<file path="src/rtl/run_control.sv">
// Run control for a simple processor core.
// Sequences IDLE -> LOAD -> RUN -> HALTED. It owns the fetch PC and the
// retired-instruction counter, and qualifies retirement with exec_en.
module run_control #(
    parameter int PC_W  = 8,
    parameter int CNT_W = 16
) (
    input  logic             CLK,
    input  logic             Reset,
    input  logic             start,
    input  logic [PC_W-1:0]  start_addr,
    input  logic             halt_op,
    input  logic             branch_en,
    input  logic [PC_W-1:0]  branch_target,
    output logic [PC_W-1:0]  PC,
    output logic             exec_en,
    output logic             halt,
    output logic [CNT_W-1:0] InstrCount
);

    typedef enum logic [1:0] {
        IDLE   = 2'd0,
        LOAD   = 2'd1,
        RUN    = 2'd2,
        HALTED = 2'd3
    } state_t;

    state_t state;

    // halt comes only from the state register, so it cannot glitch on inputs.
    // A start request pre-empts retirement in the same cycle.
    assign halt    = (state == IDLE) || (state == HALTED);
    assign exec_en = (state == RUN) && !start;

    // State, PC and counter update; start overrides everything, and the
    // counter saturates instead of wrapping.
    always_ff @(posedge CLK or posedge Reset) begin
        if (Reset) begin
            state      <= IDLE;
            PC         <= '0;
            InstrCount <= '0;
        end else if (start) begin
            state      <= LOAD;
            PC         <= start_addr;
            InstrCount <= '0;
        end else begin
            case (state)
                LOAD: state <= RUN;
                RUN: begin
                    if (InstrCount != {CNT_W{1'b1}})
                        InstrCount <= InstrCount + 1'b1;
                    if (halt_op)
                        state <= HALTED;
                    else if (branch_en)
                        PC <= branch_target;
                    else
                        PC <= PC + 1'b1;
                end
                default: ;
            endcase
        end
    end

endmodule

</file>
<file path="config.mk">
export PLATFORM = sky130hd
export DESIGN_NAME = run_control
export DESIGN_NICKNAME = d
export VERILOG_FILES = /design/src/rtl/run_control.sv
export SDC_FILE = /design/constraint.sdc
export NUM_CORES = 1
export LEC_CHECK = 0
export CAP_MARGIN = 20
export CORE_MARGIN = 5
export CORE_UTILIZATION = 48
export CTS_BUF_LIST = sky130_fd_sc_hd__clkbuf_16
export DETAILED_ROUTE_END_ITERATION = 10
export GPL_ROUTABILITY_DRIVEN = 0
export PLACE_DENSITY = 0.92
export SLEW_MARGIN = 10
export SYNTH_ARGS = -nofsm -noshare
export SYNTH_HDL_FRONTEND = slang
export SYNTH_SLANG_ARGS = --single-unit
</file>
<file path="constraint.sdc">
create_clock -name CLK -period 2.1 [get_ports CLK]
set_input_delay 0.21 -clock CLK [delete_from_list [all_inputs] [get_ports CLK]]
set_output_delay 0.21 -clock CLK [all_outputs]
set_load 0.01 [all_outputs]
</file>
==> results of run 1 <==
==> cell type report <==
| cell class | count | area [um^2] |
|---|---|---|
| Inverter | 7 | 26.3 |
| Multi-Input combinational cell | 149 | 1000 |
| Timing Repair Buffer | 56 | 536 |
| Fill cell | 262 | 1040 |
| Clock inverter | 1 | 3.75 |
| Sequential cell | 26 | 651 |
| Tap cell | 46 | 57.6 |
| Clock buffer | 3 | 75.1 |
==> logic make-up after synthesis <==
kind of cell | Yosys count | synth area share, %
xor+xnor | 2 | 1.03
flops | 26 | 38.1
mux | 3 | 2.12
simple gates | 84 | 28.9
buf+inv | 15 | 3.51
fa+ha+maj | 4 | 2.93
compound gates | 56 | 23.4
==> power groups by stage <==
stage                     Combinational (mW)  Clock, mW  Sequential, mW
after CTS                              0.278      0.423           0.562
after detailed placement               0.274          0           0.570
after floorplan                        0.133          0           0.575
final                                  0.275      0.421           0.562
after global placement                 0.270          0           0.568
after global routing                   0.303      0.446           0.567
==> worst min-delay path by stage <==
stage	startpoint	end	slack, ns	cells after the start
2_1_floorplan	Reset	InstrCount[0]$_DFFE_PP0P_	0.25	1
4_1_cts	Reset	PC[2]$_DFFE_PP0P_	0.33	3
3_3_place_gp	state[1]$_DFFE_PP0P_	state[1]$_DFFE_PP0P_	0.53	2
3_5_place_dp	InstrCount[1]$_DFFE_PP0P_	InstrCount[1]$_DFFE_PP0P_	0.54	1
6_report	Reset	PC[7]$_DFFE_PP0P_	0.31	3
5_1_grt	Reset	PC[7]$_DFFE_PP0P_	0.37	3
==> worst reg2reg max path, stage by stage, from the launching register on <==
cell       delay (ns)
dfrtp_1          0.40
inv_1            0.07
ha_2             0.28
o2111ai_2        0.25
or2_1            0.33
o31a_1           0.28
o21a_1           0.18
==> per-stage QoR <==
step	std cells	hold WS [ns]	worst slack (ns)
2_1_floorplan	190	0.250	0.360
3_3_place_gp	284	0.532	0.238
3_5_place_dp	284	0.541	0.121
4_1_cts	288	0.328	0.0840
5_1_grt	288	0.374	0.00595
6_report	288	0.311	0.101
==> sequential cells by signal, indices dropped and copies added, names as in the netlist <==
signal      cells
InstrCount     16
PC              8
state           2
==> synthesized netlist by cell type, types with 2 or more instances <==
master	count	share of area (%)
a211oi_1	4	1.8
a21oi_1	17	5.0
a22o_1	2	1.0
a2bb2oi_1	2	1.0
a32o_1	3	1.8
and3_1	3	1.1
buf_1	2	0.44
buf_2	3	0.88
clkbuf_1	3	0.66
dfrtp_1	26	38
ha_1	4	2.9
inv_1	6	1.3
nand2_1	16	3.5
nand2b_1	4	1.5
nand3_1	13	3.8
nand4_1	5	1.8
nor2_1	15	3.3
nor2b_1	7	2.6
nor3_1	4	1.2
nor4_1	2	0.73
nor4_4	2	2.5
o211ai_1	3	1.3
o21ai_0	8	2.3
o31a_1	3	1.5
o41ai_1	2	1.0
or4_1	2	0.88
or4b_1	2	1.2
xnor2_1	2	1.0
==> per-layer routing <==
metal	up-vias	part of all wire, %
met3	5	7.1
met1	786	46
met4	0	0.98
met2	69	46
li1	827	-
met5	-	0
==> flow_metrics.tcl, run 1 <==
set metrics [dict create \
    setup-violations-final 0 \
    period_share_pct 95.2 \
    drt-total-wl_um 4390 \
    ys_types 53 \
    reg2reg_slack_ns 0.21 \
    grtUsageTotal_pct 18.3 \
    cts_max_level 1 \
    max_slew.worst_pin.slew_ns 0.534 \
    met2_usage_pct 29.4 \
    final_util_pct 69.3 \
    fin_area_um2 2350 \
    combPwrFrac_pct 21.9 \
    grt.busiest_layer "met2" \
    crit_end "exec_en" \
    cts_hold_buf 0 \
    critPathMaxStageDelay_ns 0.55 \
    cts_root_buffer "clkbuf_16" \
    numCtsBuffers 3 \
    critPathMaxFanout 8 \
    via_per_inst 5.86 \
    gr-usage-met3_pct 4.35 \
    die_w_um 69.7 \
    synth_flop_cell "dfrtp_1" \
    mostFrequentLayoutCell "clkdlybuf4s50_1" \
    grt_use_met1_pct 25.1 \
    maxCapViolCount 0 \
    crit_start "state[0]$_DFFE_PP0P_" \
    clock_path_buffers 2 \
    clkPwrFrac_pct 33.5 \
    critPathTopFamily "buffers and inverters" \
    diodes 0 \
    dp_hpwl_um 3230 \
    dr.first_iter.drc_count 118 \
    synth_edf_count 0 \
    ant_nets 0 \
    crit_cells 5 \
    die-area_um2 4850 \
    io_buffers 46 \
    cpMaxStageDelayCell "clkdlybuf4s50_1" \
    switching_share_pct 25.8 \
    synth_fp_nets 215 \
    synthCells 190 \
    clock-sinks 26 \
    finalHoldViolCount 0 \
    drv_slew 0 \
    end_kind "primary output" \
    clock_skew_ns 0.00363 \
    switchingPower_mw 0.325 \
    power.density_nw_per_um2 535 \
    yosysWarnings 0 \
    rsz0062_at_grt "no" \
    run_status "finished, final reports clean" \
    cts_tree "yes" \
    synth-seq-cells 26 \
    syn_to_final_growth_pct 37.5 \
    drt-pass1-iter-count 4 \
    p_seq_share_pct 44.7 \
    cp.buffers_inverters 3 \
    post_cts_buffers 0 \
    grt_first_pass_wirelength_um 7480 \
    mostFrequentLayoutCells "46 x clkdlybuf4s50_1, 26 x dfrtp_1, 17 x a21oi_1, 16 x nand2_1, 15 x nor2_1" \
    p_int_mw 0.934 \
    max_freq_mhz 500 \
    reg2reg_depth 6 \
    wl_per_cell_um 15.3 \
    r2r_end "InstrCount[13]$_DFFE_PP0P_" \
    antenna_found_initial 0 \
    synthArstFlopShare_pct 100 \
    start_util_pct 50.4 \
    path_clk_slew_ns 0.06 \
    drc 0 \
    hold_path_class "in -> async" \
    crit_type "reg -> out" \
    vias 1687 \
    core_um2 3390 \
    setup_tns_ns 0 \
    path_cells "inv_1, ha_2, inv_2, nor2_1, clkdlybuf4s50_1" \
    critical_path_required_ns 1.89 \
    first_global_vias 1590 \
    die_h_um 69.7 \
    ios 47 \
    worstSetupStartpointType "flip-flop" \
    yosysSeqAreaShare_pct 38.1 \
    worstSkewPairLatency_ns 0.26 \
    placed_cell_area_um2 2270 \
    relSlewSlack_pct 64.3 \
    total_power_mw 1.26 \
    rows 21 \
    grt_max_degree 27 \
    netlist_area_um2 1710 \
    rr_startpoint "state[0]$_DFFE_PP0P_" \
    post_cts_resized 1 \
    period_minus_slack_ns 2.00 \
    grt_overflow 0 \
    p_leak_nw 0.925 \
    final_nets 268 \
    syn_avg_cell_area_um2 9.00 \
    ir_drop_uv 282 \
    drive_above_1_share_pct 10.7 \
    arrival_ns 1.79 \
]
Power figures use the tool's default switching activity.
==> inputs of run 2 (changes only) <==
--- a/config.mk
+++ b/config.mk
@@ -11,7 +11,7 @@
 export CTS_BUF_LIST = sky130_fd_sc_hd__clkbuf_16
 export DETAILED_ROUTE_END_ITERATION = 10
 export GPL_ROUTABILITY_DRIVEN = 0
-export PLACE_DENSITY = 0.92
+export PLACE_DENSITY = 0.8
 export SLEW_MARGIN = 10
 export SYNTH_ARGS = -nofsm -noshare
 export SYNTH_HDL_FRONTEND = slang
==> flow_metrics.tcl, run 2 (synthesis results as in run 1) <==
set metrics [dict create \
    run_status "finished, final reports clean" \
    diodes 0 \
    die_h_um 69.7 \
    syn_to_final_growth_pct 40.0 \
    cp.buffers_inverters 3 \
    clock-sinks 26 \
    relSlewSlack_pct 65.1 \
    worstSkewPairLatency_ns 0.26 \
    p_leak_nw 0.942 \
    mostFrequentLayoutCells "46 x clkdlybuf4s50_1, 26 x dfrtp_1, 17 x a21oi_1, 16 x nand2_1, 15 x nor2_1" \
    crit_type "reg -> out" \
    worstSetupStartpointType "flip-flop" \
    end_kind "primary output" \
    die-area_um2 4850 \
    arrival_ns 1.77 \
    hold_path_class "in -> async" \
    final_nets 269 \
    grtUsageTotal_pct 19.6 \
    reg_top3 "InstrCount x16, PC x8, state x2" \
    period_share_pct 94.4 \
    cts_max_level 1 \
    numCtsBuffers 3 \
    clock_skew_ns 0.00233 \
    cts_hold_buf 0 \
    clock_path_buffers 2 \
    drive_above_1_share_pct 11.5 \
    critPathTopFamily "buffers and inverters" \
    max_slew.worst_pin.slew_ns 0.519 \
    critPathMaxStageDelay_ns 0.55 \
    vias 1682 \
    fillers 278 \
    final_util_pct 70.6 \
    fin_ws_ns 0.117 \
    cts_root_buffer "clkbuf_16" \
    ir_drop_uv 543 \
    highest_layer "met4" \
    die_w_um 69.7 \
    path_clk_slew_ns 0.07 \
    grt_first_pass_wirelength_um 7840 \
    post_cts_buffers 0 \
    ant_nets 0 \
    dr.first_iter.drc_count 85 \
    regMostFlops "InstrCount" \
    finalHoldViolCount 0 \
    drc 0 \
    ios 47 \
    wl_per_cell_um 15.8 \
    met1_length_um 2090 \
    drt-total-wl_um 4560 \
    dp_slack_ns 0.0856 \
    setup_tns_ns 0 \
    critical_path_required_ns 1.89 \
    grt_overflow 0 \
    via_per_inst 5.82 \
    rows 21 \
    core_um2 3390 \
    period_minus_slack_ns 1.98 \
    rsz0062_at_grt "no" \
    total_power_mw 1.41 \
    mostFrequentLayoutCell "clkdlybuf4s50_1" \
    dp_hpwl_um 3330 \
    largest_reg_flops 16 \
    first_global_vias 1650 \
    grt_max_degree 27 \
    antenna_found_initial 0 \
    io_buffers 46 \
    critPathMaxFanout 12 \
    drv_slew 0 \
    wl_met2_um 2150 \
    maxCapViolCount 0 \
    max_freq_mhz 504 \
    setup-violations-final 0 \
    cpMaxStageDelayCell "clkdlybuf4s50_1" \
    path_cells "inv_1, ha_4, inv_2, nor2_1, clkdlybuf4s50_1" \
    drt-pass1-iter-count 4 \
    start_util_pct 50.4 \
    post_cts_resized 1 \
    cts_tree "yes" \
    power.density_nw_per_um2 588 \
    wl_met3_um 285 \
]
[run 2: worst min-delay path, cell delays in order]
cell and delay, ns:
clkdlybuf4s50_1 0.40, inv_1 0.05, buf_4 0.31
[run 2: area by class of cell]
type / count / area [um^2] / area share, %
repair buffers: 57 / 543 / 22.7
inverters: 7 / 26.3 / 1.10
multi-input cells: 149 / 1010 / 42.2
clock buffers: 3 / 75.1 / 3.14
clock inverters: 1 / 30.0 / 1.25
flip-flops and latches: 26 / 651 / 27.2
well taps: 46 / 57.6 / 2.40
[run 2: worst paths after layout]
path,startpoint,to,slack (ns),cells after the start
setup / recovery,state[0]$_DFFE_PP0P_,exec_en,0.12,5
hold / removal,Reset,PC[7]$_DFFE_PP0P_,0.30,3
setup reg to reg,InstrCount[0]$_DFFE_PP0P_,InstrCount[5]$_DFFE_PP0P_,0.23,5
hold reg to reg,InstrCount[1]$_DFFE_PP0P_,InstrCount[1]$_DFFE_PP0P_,0.55,1
max in group asynchronous,Reset,InstrCount[7]$_DFFE_PP0P_,1.55,3
min in group CLK,start_addr[1],PC[1]$_DFFE_PP0P_,0.51,3
[run 2: power by group]
| group | total [mW] | switching (mW) | internal (mW) |
|---|---|---|---|
| Sequential | 0.564 | 0.0353 | 0.529 |
| Clock | 0.563 | 0.184 | 0.380 |
| Combinational | 0.279 | 0.127 | 0.152 |
| Total | 1.41 | 0.346 | 1.06 |
[run 2: per-stage QoR]
stage	instance area, um^2	hold WS (ns)	cells
detailed placement	2280	0.538	285
global placement	2280	0.532	285
floorplan	1710	0.250	190
finish	2390	0.302	289
global route	2390	0.348	289
CTS	2380	0.313	289
[run 2: metal layers]
metal | GRT usage, % | vias up
met5 | 0 | -
met2 | 31.6 | 56
met4 | 3.83 | 0
li1 | - | 827
met3 | 5.51 | 6
met1 | 26.4 | 793
==> RTL change 1, RTL diff (flow settings as in run 2) <==
Register the inputs `start`, `start_addr`, `halt_op`, `branch_en` and `branch_target` before use, with the module's reset. The logic sees them one clock later. Comments in the files are not updated.
--- a/src/rtl/run_control.sv
+++ b/src/rtl/run_control.sv
@@ -27,2 +27,24 @@
 
+    logic start_q;
+    logic [PC_W-1:0] start_addr_q;
+    logic halt_op_q;
+    logic branch_en_q;
+    logic [PC_W-1:0] branch_target_q;
+
+    always_ff @(posedge CLK or posedge Reset) begin
+        if (Reset) begin
+            start_q         <= '0;
+            start_addr_q    <= '0;
+            halt_op_q       <= '0;
+            branch_en_q     <= '0;
+            branch_target_q <= '0;
+        end else begin
+            start_q         <= start;
+            start_addr_q    <= start_addr;
+            halt_op_q       <= halt_op;
+            branch_en_q     <= branch_en;
+            branch_target_q <= branch_target;
+        end
+    end
+
     state_t state;
@@ -32,3 +54,3 @@
     assign halt    = (state == IDLE) || (state == HALTED);
-    assign exec_en = (state == RUN) && !start;
+    assign exec_en = (state == RUN) && !start_q;
 
@@ -41,5 +63,5 @@
             InstrCount <= '0;
-        end else if (start) begin
+        end else if (start_q) begin
             state      <= LOAD;
-            PC         <= start_addr;
+            PC         <= start_addr_q;
             InstrCount <= '0;
@@ -51,6 +73,6 @@
                         InstrCount <= InstrCount + 1'b1;
-                    if (halt_op)
+                    if (halt_op_q)
                         state <= HALTED;
-                    else if (branch_en)
-                        PC <= branch_target;
+                    else if (branch_en_q)
+                        PC <= branch_target_q;
                     else
Check against the original RTL: not equivalent (Yosys sat finds a counterexample within 4 cycles, from zero or initial values and one cycle with Reset high).
==> RTL change 1 against run 2 <==
  * Final cell count up 6.6%
  * Final area is 18% higher
  * Non-clock buffer count is 2 lower
  * Wire length rose by 2.0%
  * Synthesized area increased by 23%
  * Setup slack got worse by 0.037 ns
  * Global-route usage is 2.8 points lower
  * Sequential share of layout area is 13 points higher
  * Count of clock-buffer cells in the layout increased by 2
  * Sequential cell count rose by 19
  * Via count rose by 4.2%
  * Power rose by 45%
  * Critical path depth up 1
  * Largest power group unchanged
==> RTL change 1: results <==
group,metric,value,unit
worst_setup_path,r2r-start,"state[0]",
worst_setup_path,r2r_setup_slack,0.08,ns
worst_setup_path,crit_end,"InstrCount[13]",
yosys,syn-num-nets,226,
routing,wl_met2,2.15,mm
global_routing,grt_pass1_vias,1707,
worst_setup_path,crit_arrival,2.23,ns
place,placed_area,2660,um2
routing,drtIter0Drc,125,
routing,drt-vias-per-instance,5.69,
yosys,synthTopCellsByArea,"dfrtp_1 (54%), a21oi_1 (3.3%), o21ai_0 (2.6%)",
power,vdd_drop_max,0.392,mV
global_routing,grt_pass1_wl,8.05,mm
power,power_leakage,1.17,nW
cts,h-tree-depth,2,
cts,insertion_delay,0.29,ns
finish,nets,280,
worst_setup_path,cp_max_fo,10,
timing,fin_worst_skew,0.00537,ns
place,dp_slack,0.0483,ns
place,hpwl,3.16,mm
worst_setup_path,reg2reg_depth,6,
yosys,synth_common_cells,"dfrtp_1 (45), a21oi_1 (14), nand2_1 (13)",
global_routing,grtUsageMet2,24.8,%
routing,avgRoutedWirePerCell,15.1,um
yosys,synth_mux_area_share,2.63,%
yosys,ys_seq_area_share,53.8,%
global_routing,track_usage,16.8,%
yosys,netlist-cell-type-count,43,
timing,min_period_over_period,96.2,%
run_status,status,"finished clean",
yosys,yosys.area_share.adder,2.39,%
cts,cts_inserted_buffers,5,
timing,slew_headroom,61.0,%
finish,layout-drive-gt1-share,9.77,%
routing,wl_met3,194,um
timing,worst_hold_slack,0.257,ns
## RTL change 1: cell types whose count changed after synthesis, moves of 4 or more
cell	change
nor2_1	-4
dfrtp_1	+19
or3_1	+4
nand3_1	-5
## RTL change 1: report_power, final
part	internal, W	switching [W]
clock network	0.000458	0.000351
registers	0.000913	0.0000448
logic	0.000149	0.000129
total	0.00152	0.000525
## RTL change 1: cell type report
class                      instances  area (um2)  share of cell area (%)
sequential                        45        1130                    40.0
multi-input combinational        140         897                    31.9
timing repair buffer              55         543                    19.3
clock buffer                       5         125                    4.44
tap                               52        65.1                    2.31
inverter                           8        30.0                    1.07
clock inverter                     3        28.8                    1.02
## RTL change 1: critical path, stage by stage (launching register included)
cell and delay, ns:
dfrtp_1 0.40, inv_1 0.08, ha_1 0.19, nor2_2 0.06
or4_4 0.54, or4_1 0.53, a21oi_1 0.15
## RTL change 1: what timing repair did
item / 4_1_cts / 5_1_grt
hold buffers: 0 / 0
gates resized for setup: 0 / 1
setup endpoints to repair: 0 / 4
buffers inserted: 0 / 0
==> RTL change 2, RTL diff (flow settings as in run 2) <==
Without the edit above. Change the parameter `CNT_W` from 16 to 24.
--- a/src/rtl/run_control.sv
+++ b/src/rtl/run_control.sv
@@ -5,3 +5,3 @@
     parameter int PC_W  = 8,
-    parameter int CNT_W = 16
+    parameter int CNT_W = 24
 ) (
Interface: changed (resized InstrCount); port bits go from 47 to 55. The function was not compared with the original's and may differ.
==> RTL change 2 against run 2 <==
  * Power grew 36%
  * Critical endpoint unchanged
  * Clock skew grew 0.0026 ns
  * Final area grew 19%
  * Setup slack gained 0.023 ns
  * Combinational power shrank 9.0%
  * Largest cell class unchanged
  * Critical path depth shrank 1
  * Synthesized area grew 19%
  * Wire length grew 14%
  * Die area grew 16%
  * First-iteration DRC count grew 51%
  * Sequential cell count grew 8
==> RTL change 2: results <==
group,metric,value,unit
yosys,synthXorXnorAreaFrac,6.91,%
yosys,syn-num-nets,249,
cts,insertion_delay,0.28,ns
routing,drtIter0Drc,128,
worst_setup_path,r2r-end,"InstrCount[22]",
global_routing,track_usage,20.2,%
yosys,netlist-cell-type-count,45,
cts,post_cts_buffers,0,
global_routing,use_met3,5.87,%
worst_setup_path,r2r_setup_slack,0.20,ns
global_routing,grtUsageMet2,32.4,%
finish,area_delta_synth_final,40.7,%
routing,firstDrtPassIters,5,
power,vdd_drop_max,0.488,mV
place,dp_slack,0.197,ns
timing,worst_hold_slack,0.338,ns
routing,drt-vias-per-instance,5.72,
global_routing,grt_pass1_vias,1850,
yosys,synth_mux_area_share,3.77,%
worst_setup_path,path_delay_family,"buffers and inverters",
yosys,ys_seq_area_share,42.0,%
yosys,synth-compound-area-share,15.7,%
routing,avgRoutedWirePerCell,15.5,um
routing,wl_met1,2.12,mm
cts,cts_inserted_buffers,5,
worst_setup_path,crit_arrival,1.75,ns
timing,fin_worst_skew,0.00495,ns
place,placed_area,2650,um2
place,portBuffers,54,
yosys,yosys.area_share.adder,2.47,%
place,hpwl,3.70,mm
routing,wl_met3,435,um
worst_setup_path,r2r-start,"InstrCount[2]",
cts,clkTransAtPathRegs,0.06,ns
finish,fill_cells,312,
finish,instances_no_fill,334,
finish,reg.largest.list,"InstrCount x24, PC x8, state x2",
power,power_leakage,1.13,nW
global_routing,grt_util_met1,26.1,%
worst_setup_path,reg2reg_depth,5,
global_routing,grt_max_degree,35,
yosys,synthTopCellsByArea,"dfrtp_1 (42%), o21ai_0 (5.4%), xnor2_1 (4.3%)",
run_status,status,"finished clean",
finish,layout-drive-gt1-share,12.3,%
routing,wl_met2,2.55,mm
yosys,synth_common_cells,"dfrtp_1 (34), nand2_1 (22), o21ai_0 (22)",
worst_setup_path,cp_max_fo,11,
timing,tightest_slew,0.447,ns
## RTL change 2: cell count changes in the layout (fill, tap and decap cells not counted), moves of 5 or more
cell / change
a21oi_1: -5
clkdlybuf4s50_1: +8
dfrtp_1: +8
nand2_1: +6
o21ai_0: +14
o21ai_1: +6
xnor2_1: +8
xor2_1: +6
## RTL change 2: tightest hold or removal path: stages
cell and delay, ns:
clkdlybuf4s50_1 0.40, inv_1 0.05, buf_4 0.39
## RTL change 2: cell families (layout without fill, tap and decap cells)
| kind of cell | after synthesis | count (layout) |
|---|---|---|
| flops | 34 | 34 |
| fa+ha+maj | 4 | 4 |
| compound gates | 55 | 55 |
| buf+inv | 17 | 77 |
| xor+xnor | 16 | 16 |
| mux | 7 | 7 |
| simple gates | 91 | 91 |
## RTL change 2: area by class of cell
cell class	count	share of cell area (%)
flip-flops and latches	34	29.8
clock buffers	5	4.39
clock inverters	3	2.24
repair buffers	65	21.8
inverters	4	0.526
well taps	50	2.19
multi-input cells	173	39.0
## RTL change 2: how the worst max path moves through the flow
stage	startpoint	endpoint	slack, ns	cells past startpoint
floorplan	InstrCount[15]	InstrCount[4]	0.20	5
global placement	start	InstrCount[6]	0.26	6
detailed placement	start	InstrCount[6]	0.20	6
global route	state[0]	exec_en	0.03	4
finish	state[0]	exec_en	0.14	4
CTS	state[0]	exec_en	0.04	4
## RTL change 2: power by group
| group | leakage [nW] | total, W | switching (W) | internal [W] |
|---|---|---|---|---|
| Sequential | 0.455 | 0.000712 | 0.0000298 | 0.000682 |
| Clock | 0.0915 | 0.000943 | 0.000268 | 0.000675 |
| Combinational | 0.584 | 0.000254 | 0.000116 | 0.000138 |
## RTL change 2: what timing repair did
action                     CTS  global route
pin swaps                    0             0
setup endpoints to repair    1             1
resized for setup            1             2
cloned                       0             0
